$ cat config.mk
export PLATFORM = sky130hd
export DESIGN_NAME = barrel_shift_stage
export DESIGN_NICKNAME = d
export VERILOG_FILES = /design/src/rtl/barrel_shift_stage.sv
export SDC_FILE = /design/constraint.sdc
export NUM_CORES = 1
export LEC_CHECK = 0
export BUFFER_PORTS_ARGS = -buffer_cell sky130_fd_sc_hd__buf_2
export CAP_MARGIN = 40
export CORE_AREA = 2 2 104 76
export CTS_BUF_LIST = sky130_fd_sc_hd__clkbuf_8
export CTS_CLUSTER_DIAMETER = 120
export CTS_CLUSTER_SIZE = 14
export DETAILED_ROUTE_END_ITERATION = 10
export DIE_AREA = 0 0 106 78
export PLACE_DENSITY = 0.67
export SYNTH_ARGS = -nofsm -noshare
export SYNTH_HDL_FRONTEND = slang
export SYNTH_SLANG_ARGS = --single-unit
$ cat constraint.sdc
create_clock -name clk -period 6.6 [get_ports clk]
set_clock_uncertainty 0.15 [all_clocks]
set_input_delay 1.32 -clock clk [delete_from_list [all_inputs] [get_ports clk]]
set_output_delay 1.32 -clock clk [all_outputs]
set_load 0.02 [all_outputs]
$ cat src/rtl/barrel_shift_stage.sv
// rtl/barrel_shift_stage.sv - registered, flow-controlled 8-bit logical-left barrel shift stage
//
// barrel_shifter8 : combinational 8-bit logical-left shifter
//   data [7:0] in, shift [2:0] in, result [7:0] out
//
// barrel_shift_stage : S1 register + shifter + 2-entry output FIFO + overflow counter
//   clk            in   rising-edge clock
//   rst            in   synchronous active-high reset
//   in_valid       in   upstream transfer pending
//   in_ready       out  stage can accept (never depends on out_ready)
//   in_data  [7:0] in   operand
//   in_shift [2:0] in   left-shift magnitude
//   out_valid      out  FIFO head valid
//   out_ready      in   downstream accepts the head
//   out_data [7:0] out  shifted operand, truncated to 8 bits
//   out_spill[7:0] out  bits shifted out, right-aligned
//   out_ovf        out  any spill bit set
//   ovf_count[15:0]out  saturating count of popped results with out_ovf=1
//   cnt_clr        in   synchronous clear of ovf_count

module barrel_shifter8 (
  input  logic [7:0] data,
  input  logic [2:0] shift,
  output logic [7:0] result
);

  logic [7:0] st1;
  logic [7:0] st2;

  assign st1    = shift[0] ? {data[6:0], 1'b0}  : data;
  assign st2    = shift[1] ? {st1[5:0], 2'b00}  : st1;
  assign result = shift[2] ? {st2[3:0], 4'h0}   : st2;

endmodule

module barrel_shift_stage (
  input  logic        clk,
  input  logic        rst,
  input  logic        in_valid,
  output logic        in_ready,
  input  logic [7:0]  in_data,
  input  logic [2:0]  in_shift,
  output logic        out_valid,
  input  logic        out_ready,
  output logic [7:0]  out_data,
  output logic [7:0]  out_spill,
  output logic        out_ovf,
  output logic [15:0] ovf_count,
  input  logic        cnt_clr
);

  logic        s1_v;
  logic [7:0]  s1_data;
  logic [2:0]  s1_shift;
  logic [7:0]  s1_res;
  logic [7:0]  s1_spill;
  logic        s1_ovf;

  // FIFO entry layout: {ovf, spill[7:0], data[7:0]}
  logic [16:0] fifo_mem [2];
  logic        rd_ptr;
  logic        wr_ptr;
  logic [1:0]  fifo_cnt;
  logic [16:0] head;

  logic        accept;
  logic        move;
  logic        pop;

  barrel_shifter8 u_shifter (
    .data   (s1_data),
    .shift  (s1_shift),
    .result (s1_res)
  );

  // Spill is the top bits of the operand that fall off the left edge.
  // A shift of 0 turns into a right shift by 8, which yields zero.
  assign s1_spill = s1_data >> (4'd8 - {1'b0, s1_shift});
  assign s1_ovf   = |s1_spill;

  // Move is decided on the pre-pop count, so a full FIFO blocks the move
  // even when a pop happens on the same edge; in_ready therefore never
  // needs to look at out_ready.
  assign move     = s1_v && (fifo_cnt != 2'd2);
  assign in_ready = !rst && !(s1_v && (fifo_cnt == 2'd2));
  assign accept   = in_valid && in_ready;

  assign head      = fifo_mem[rd_ptr];
  assign out_valid = (fifo_cnt != 2'd0);
  assign out_data  = out_valid ? head[7:0]  : 8'h00;
  assign out_spill = out_valid ? head[15:8] : 8'h00;
  assign out_ovf   = out_valid ? head[16]   : 1'b0;
  assign pop       = out_valid && out_ready;

  always_ff @(posedge clk) begin
    if (rst) begin
      s1_v     <= 1'b0;
      s1_data  <= 8'h00;
      s1_shift <= 3'd0;
    end else if (accept) begin
      s1_v     <= 1'b1;
      s1_data  <= in_data;
      s1_shift <= in_shift;
    end else if (move) begin
      s1_v     <= 1'b0;
    end
  end

  always_ff @(posedge clk) begin
    if (rst) begin
      rd_ptr      <= 1'b0;
      wr_ptr      <= 1'b0;
      fifo_cnt    <= 2'd0;
      fifo_mem[0] <= 17'h0;
      fifo_mem[1] <= 17'h0;
    end else begin
      if (move) begin
        fifo_mem[wr_ptr] <= {s1_ovf, s1_spill, s1_res};
        wr_ptr           <= ~wr_ptr;
      end
      if (pop) begin
        rd_ptr <= ~rd_ptr;
      end
      case ({move, pop})
        2'b10:   fifo_cnt <= fifo_cnt + 2'd1;
        2'b01:   fifo_cnt <= fifo_cnt - 2'd1;
        default: fifo_cnt <= fifo_cnt;
      endcase
    end
  end

  always_ff @(posedge clk) begin
    if (rst || cnt_clr) begin
      ovf_count <= 16'h0000;
    end else if (pop && head[16] && (ovf_count != 16'hFFFF)) begin
      ovf_count <= ovf_count + 16'd1;
    end
  end

endmodule
Yosys cells after proc, flatten, opt, wreduce, memory -nomap -nowiden
Memories as Yosys holds them, arrays and structs flattened. A register that Yosys moved wholly into a read port is not among the register bits.
Index checks and enable logic that the tools add are counted.
W data, S select, Z words.
{ "classes": {"addsub": 4, "n_shift": 1, "n_reduce_logical": 15, "bitwise": 2, "n_mux": 19, "eq_ne": 5} }
{ "op_table": {"columns": ["operator", "n"], "rows": [
  ["$mux W8", 5],
  ["$mux W17", 1],
  ["$reduce_or A17 Y1", 1],
  ["$add A16 B1 Y16 const B", 1],
  ["$ne A16 B16 Y1 const B", 1],
  ["$mux W1", 12],
  ["$reduce_or A8 Y1", 1],
  ["$shr A8 B4 Y8", 1],
  ["$logic_and A1 B1 Y1", 7],
  ["$reduce_bool A2 Y1", 3],
  ["$eq A2 B2 Y1 const B", 2],
  ["$pmux W2 S2", 1],
  ["$sub A4 B3 Y4 const A", 1],
  ["$add A2 B1 Y2 const B", 1],
  ["$eq A2 B1 Y1 const B", 1],
  ["$logic_not A1 Y1", 2],
  ["$ne A2 B2 Y1 const B", 1],
  ["$not A1 Y1", 2],
  ["$sub A2 B1 Y2 const B", 1],
  ["$logic_or A1 B1 Y1", 1]
]} }
{ "word_totals": {"ramBits": 34, "in_bits": 16, "output_inout_bits": 35, "register_bits": 32, "n_memories": 1} }
{ "memory_table": {"columns": ["memory", "depth", "width", "read_ports", "rd_ports_with_merged_regs", "write_ports", "line_no", "text"], "rows": [
  ["fifo_mem", 2, 17, 1, 1, 2, "60", "logic [16:0] fifo_mem [2];"]
]} }

Logic depth before layout (Yosys ltp)
{ "logic_depth": {"depth_word": 7, "depth_mapped": 10, "ltp_nobuf": 7} }

Modules after synthesis
From an unflattened synthesis, not the netlist that was laid out.
{ "unflattened": {"cells_unflattened": 368, "hier_area_um2": 3631.0} }
{ "by_module_without_submodules": {"columns": ["mod", "area_each_um2", "cells_per_inst", "n_inst", "seq_area_each_um2"], "rows": [
  ["barrel_shift_stage", 3357.0, 340, 1, 1681.6],
  ["barrel_shifter8", 274.0, 28, 1, 0.0]
]} }

Least setup slack after synthesis
Ideal clock, no wire load.
{ "synth_path": {"path_kind": "reg2reg", "from": "reg s1_shift[0]", "to": "mem fifo_mem[0][16] (data pin)", "setup_ns": 0.285, "slack_ns": 3.434, "arrival_ns": 2.731, "path_stages_with_launch": 11, "synth_period_minus_slack_ns": 3.166, "path_cell_list": "dfxtp_1 > clkbuf_1 > inv_1 > clkbuf_1 > ha_1 > clkbuf_1 > mux2_2 > mux2i_1 > a21oi_1 > nor3_1 > a41oi_1"} }
{ "synth_lines": {"columns": ["element", "line_no", "text"], "rows": [
  ["from (decl)", "54", "logic [2:0] s1_shift;"],
  ["from (signal assigned)", "103", "s1_shift <= in_shift;"],
  ["to (decl)", "60", null]
]} }

==> results.md <==
- Hold Fails Final Rpt: 0
- Critical path, cell by cell: inv_1 -> ha_1 -> mux2_2 -> mux2i_1 -> a21oi_1 -> nor3_1 -> a41oi_1
- RSZ-0062 raised after global routing: false
- GRT overflow: 0
- Synth top area cells: edfxtp_1 (29%), dfxtp_1 (19%), nor2_1 (7.9%), mux2i_1 (7.4%), nand2_1 (3.9%)
- Ys Warns: 0
- CP Data Arrival Time: 3.45 ns
- Slowest stage delay, CP: 0.76 ns
- Post-CTS resize count: 0
- Post-layout min period: 3.53 ns
- Post-CTS setup buffer count: 0
- Slew HR: 47.4%
- XOR/XNOR Fraction of Synth Area: 3.23%
- Layout cells sized above 1: 21.0%
- Synth-to-Final Area Change: 14.2%
- WL/cell: 13.9 um
- Mean post-synth cell area: 9.44 um^2
- Worst Setup Path Type: flop to flop
- Clock Tree Root: clkbuf_8
- Sequential Area: 0.00168 mm^2
- Placeable Area: 0.00719 mm^2
- Leak: 1.52 nW
- Main synth FF type: edfxtp_1
- FMAX: 0.283 GHz
- Post-synth top area cell: edfxtp_1
- WL met2: 2980 um
- Library cells used by synthesis: 46
- Crit path max-delay cell type: dfxtp_1
- Synth Area in Adders: 1.07%
- CP required: 6.52 ns
- Reg-to-reg startpoint: s1_shift[0]
- Routed vias/inst: 5.28
- Routability congestion estimate: 0.896
- Final ANT Viol Nets: 0
- Multi-input logic area: 0.00170 mm^2
- Die Y: 78 um
- Worst setup EP type: flop
- Syn nets: 392
- Vias in the first global route: 2512
- Met3 wire len: 434 um
- Final setup fails: 0
- Status: finished clean
- Die ar.: 0.00827 mm^2
- Hold path startpoint: rd_ptr
- IO Pins: 51
- Pin count of the biggest net entering global routing: 24
- Die Wd: 106 um
- Final slew viol count: 0
- CTS Buf Count: 9
- Initial antenna violation count: 0
- Clock latency on the worst-skew pair: 0.35 ns
- Row Count: 26
- Mapped Area: 0.00352 mm^2
- R2R cell count: 7
- Via count: 2730
- Critical path fanouts, max: 19
- GRT Overall Usage: 19.0%
- CP bufs+invs: 1
- H-tree depth: 3
- Top-count cell post-synth: nor2_1
- Fin nets: 433
- Drc violations: 0
- Type of origin of the critical path: flop
- Cts hold-fix bufs: 0
- Maximum vdd drop: 0.110 mV
- Final-layout fill cell count: 646
- Worst-margin pin slew: 0.790 ns
- Simple-gate share of the synthesized area: 23.1%
- Compound-Gate Fraction of Synth Area: 8.32%
- Syn Inst Count: 373
- Reg2Reg Setup Slack: 3.07 ns
- Fraction of registers with async set/reset: 0%
- Inserted Diodes: 0
- Final Cycle Share: 53.5%
- M1 WL: 3760 um
- Design Area, Final: 0.00402 mm^2
- Synth top cells by count: nor2_1 (74), nand2_1 (37), edfxtp_1 (34)
- Mux contribution to synthesized area: 12.5%
- CTS tree: done
- Final WS setup: 3.07 ns
- Sum Neg Setup Slack: 0 ns
- Initial core utilization: 49.0%
- Area of placed instances: 0.00383 mm^2
- PnR Total Power: 1.15 mW
- Main combinational cell family by area after synthesis: simple AND/OR/NAND/NOR gates
- Top layer in use: met4
- Sequential area share after synthesis: 47.8%
- Top Family by Delay on Critical Path: flip-flops
- Placed cells: 501
- Hold Crit Class: flop to flop
- Pwr/cell area: 287 mW/mm^2
- Clock slew seen by the registers of the worst setup and hold paths: 0.07 ns
- Final Core Density: 55.9%
- Setup WS pre-CTS: 3.11 ns
- First-pass GRT wire length: 12300 um
- Share of the synthesized area in the top cell type: 29.0%
- DR iter-0 viols: 159
- EDFF count, synth: 34
- Final wirelength: 7210 um
- Clock sink total: 67
- Total of max-cap violations: 0
- Reg2reg end: fifo_mem[0][16]
- Port Buffer Count: 50
- First-pass DRT Iterations: 4
- Fin cells: 517
- Clock Tree Buf Depth: 2
- Hold_ws: 0.355 ns
- Worst hold path depth: 2
- Yosys reg bits: 67
- DP Wirelength: 5060 um
==> area by class of cell <==
cell class | instances | share of cell area [%]
Clock buffer | 9 | 3.08
Clock inverter | 7 | 1.71
Inverter | 9 | 0.841
Multi-Input combinational cell | 273 | 42.2
Sequential cell | 67 | 41.8
Tap cell | 98 | 3.05
Timing Repair Buffer | 54 | 7.25
==> worst reg2reg max path: cells and delay by family (launching register included) <==
family / cells / cell delay (ns)
adder cells (fa/ha/maj): 1 / 0.70
AO/OA/AOI/OAI: 2 / 0.26
AND/OR/NAND/NOR: 1 / 0.43
buffers and inverters: 1 / 0.41
flip-flops: 1 / 0.76
multiplexers: 2 / 0.55
==> worst max path at each step <==
stage / from / end / slack (ns) / cells after the start
floorplan: s1_shift[0] / fifo_mem[0][16] / 3.43 / 10
global placement: rst / fifo_mem[1][8] / 3.20 / 3
detailed placement: s1_shift[0] / fifo_mem[0][16] / 3.11 / 7
CTS: s1_shift[0] / fifo_mem[0][16] / 3.12 / 7
global route: s1_shift[0] / fifo_mem[1][16] / 2.80 / 7
finish: s1_shift[0] / fifo_mem[0][16] / 3.07 / 7
==> cells in the final DEF (no fill, tap or decap), types with 10 or more instances in the layout <==
cell type / instances
a21oi_1: 14
buf_2: 50
dfxtp_1: 33
edfxtp_1: 34
inv_1: 10
mux2i_1: 26
nand2_1: 37
nor2_1: 74
o21ai_0: 10
==> sequential cells by signal, indices dropped and copies added (netlist names), named ones only <==
register   count
s1_v           1
wr_ptr         1
s1_data        8
ovf_count     16
s1_shift       3
rd_ptr         1
fifo_cnt       2
fifo_mem      34
==> cell families after synthesis <==
group | after synthesis
DFF | 67
buffers and inverters | 33
muxes | 38
adders and majority gates | 3
xor gates and xnor gates | 13
and+or+nand+nor | 172
AOI/OAI and AO/OA | 47
==> per-layer routing <==
metal  GRT usage [%]  up-vias
met4            5.13        0
met5               0        -
li1                -     1396
met3            6.47        4
met1            27.7     1257
met2            26.6       73
==> report_power, final <==
| part | switching (mW) | total (mW) | leakage, nW | internal [mW] |
|---|---|---|---|---|
| Clock | 0.159 | 0.332 | 0.101 | 0.173 |
| Sequential | 0.0397 | 0.511 | 0.626 | 0.471 |
| Combinational | 0.186 | 0.309 | 0.789 | 0.123 |
| Total | 0.385 | 1.15 | 1.52 | 0.767 |
(Power assumes the default switching activity.)
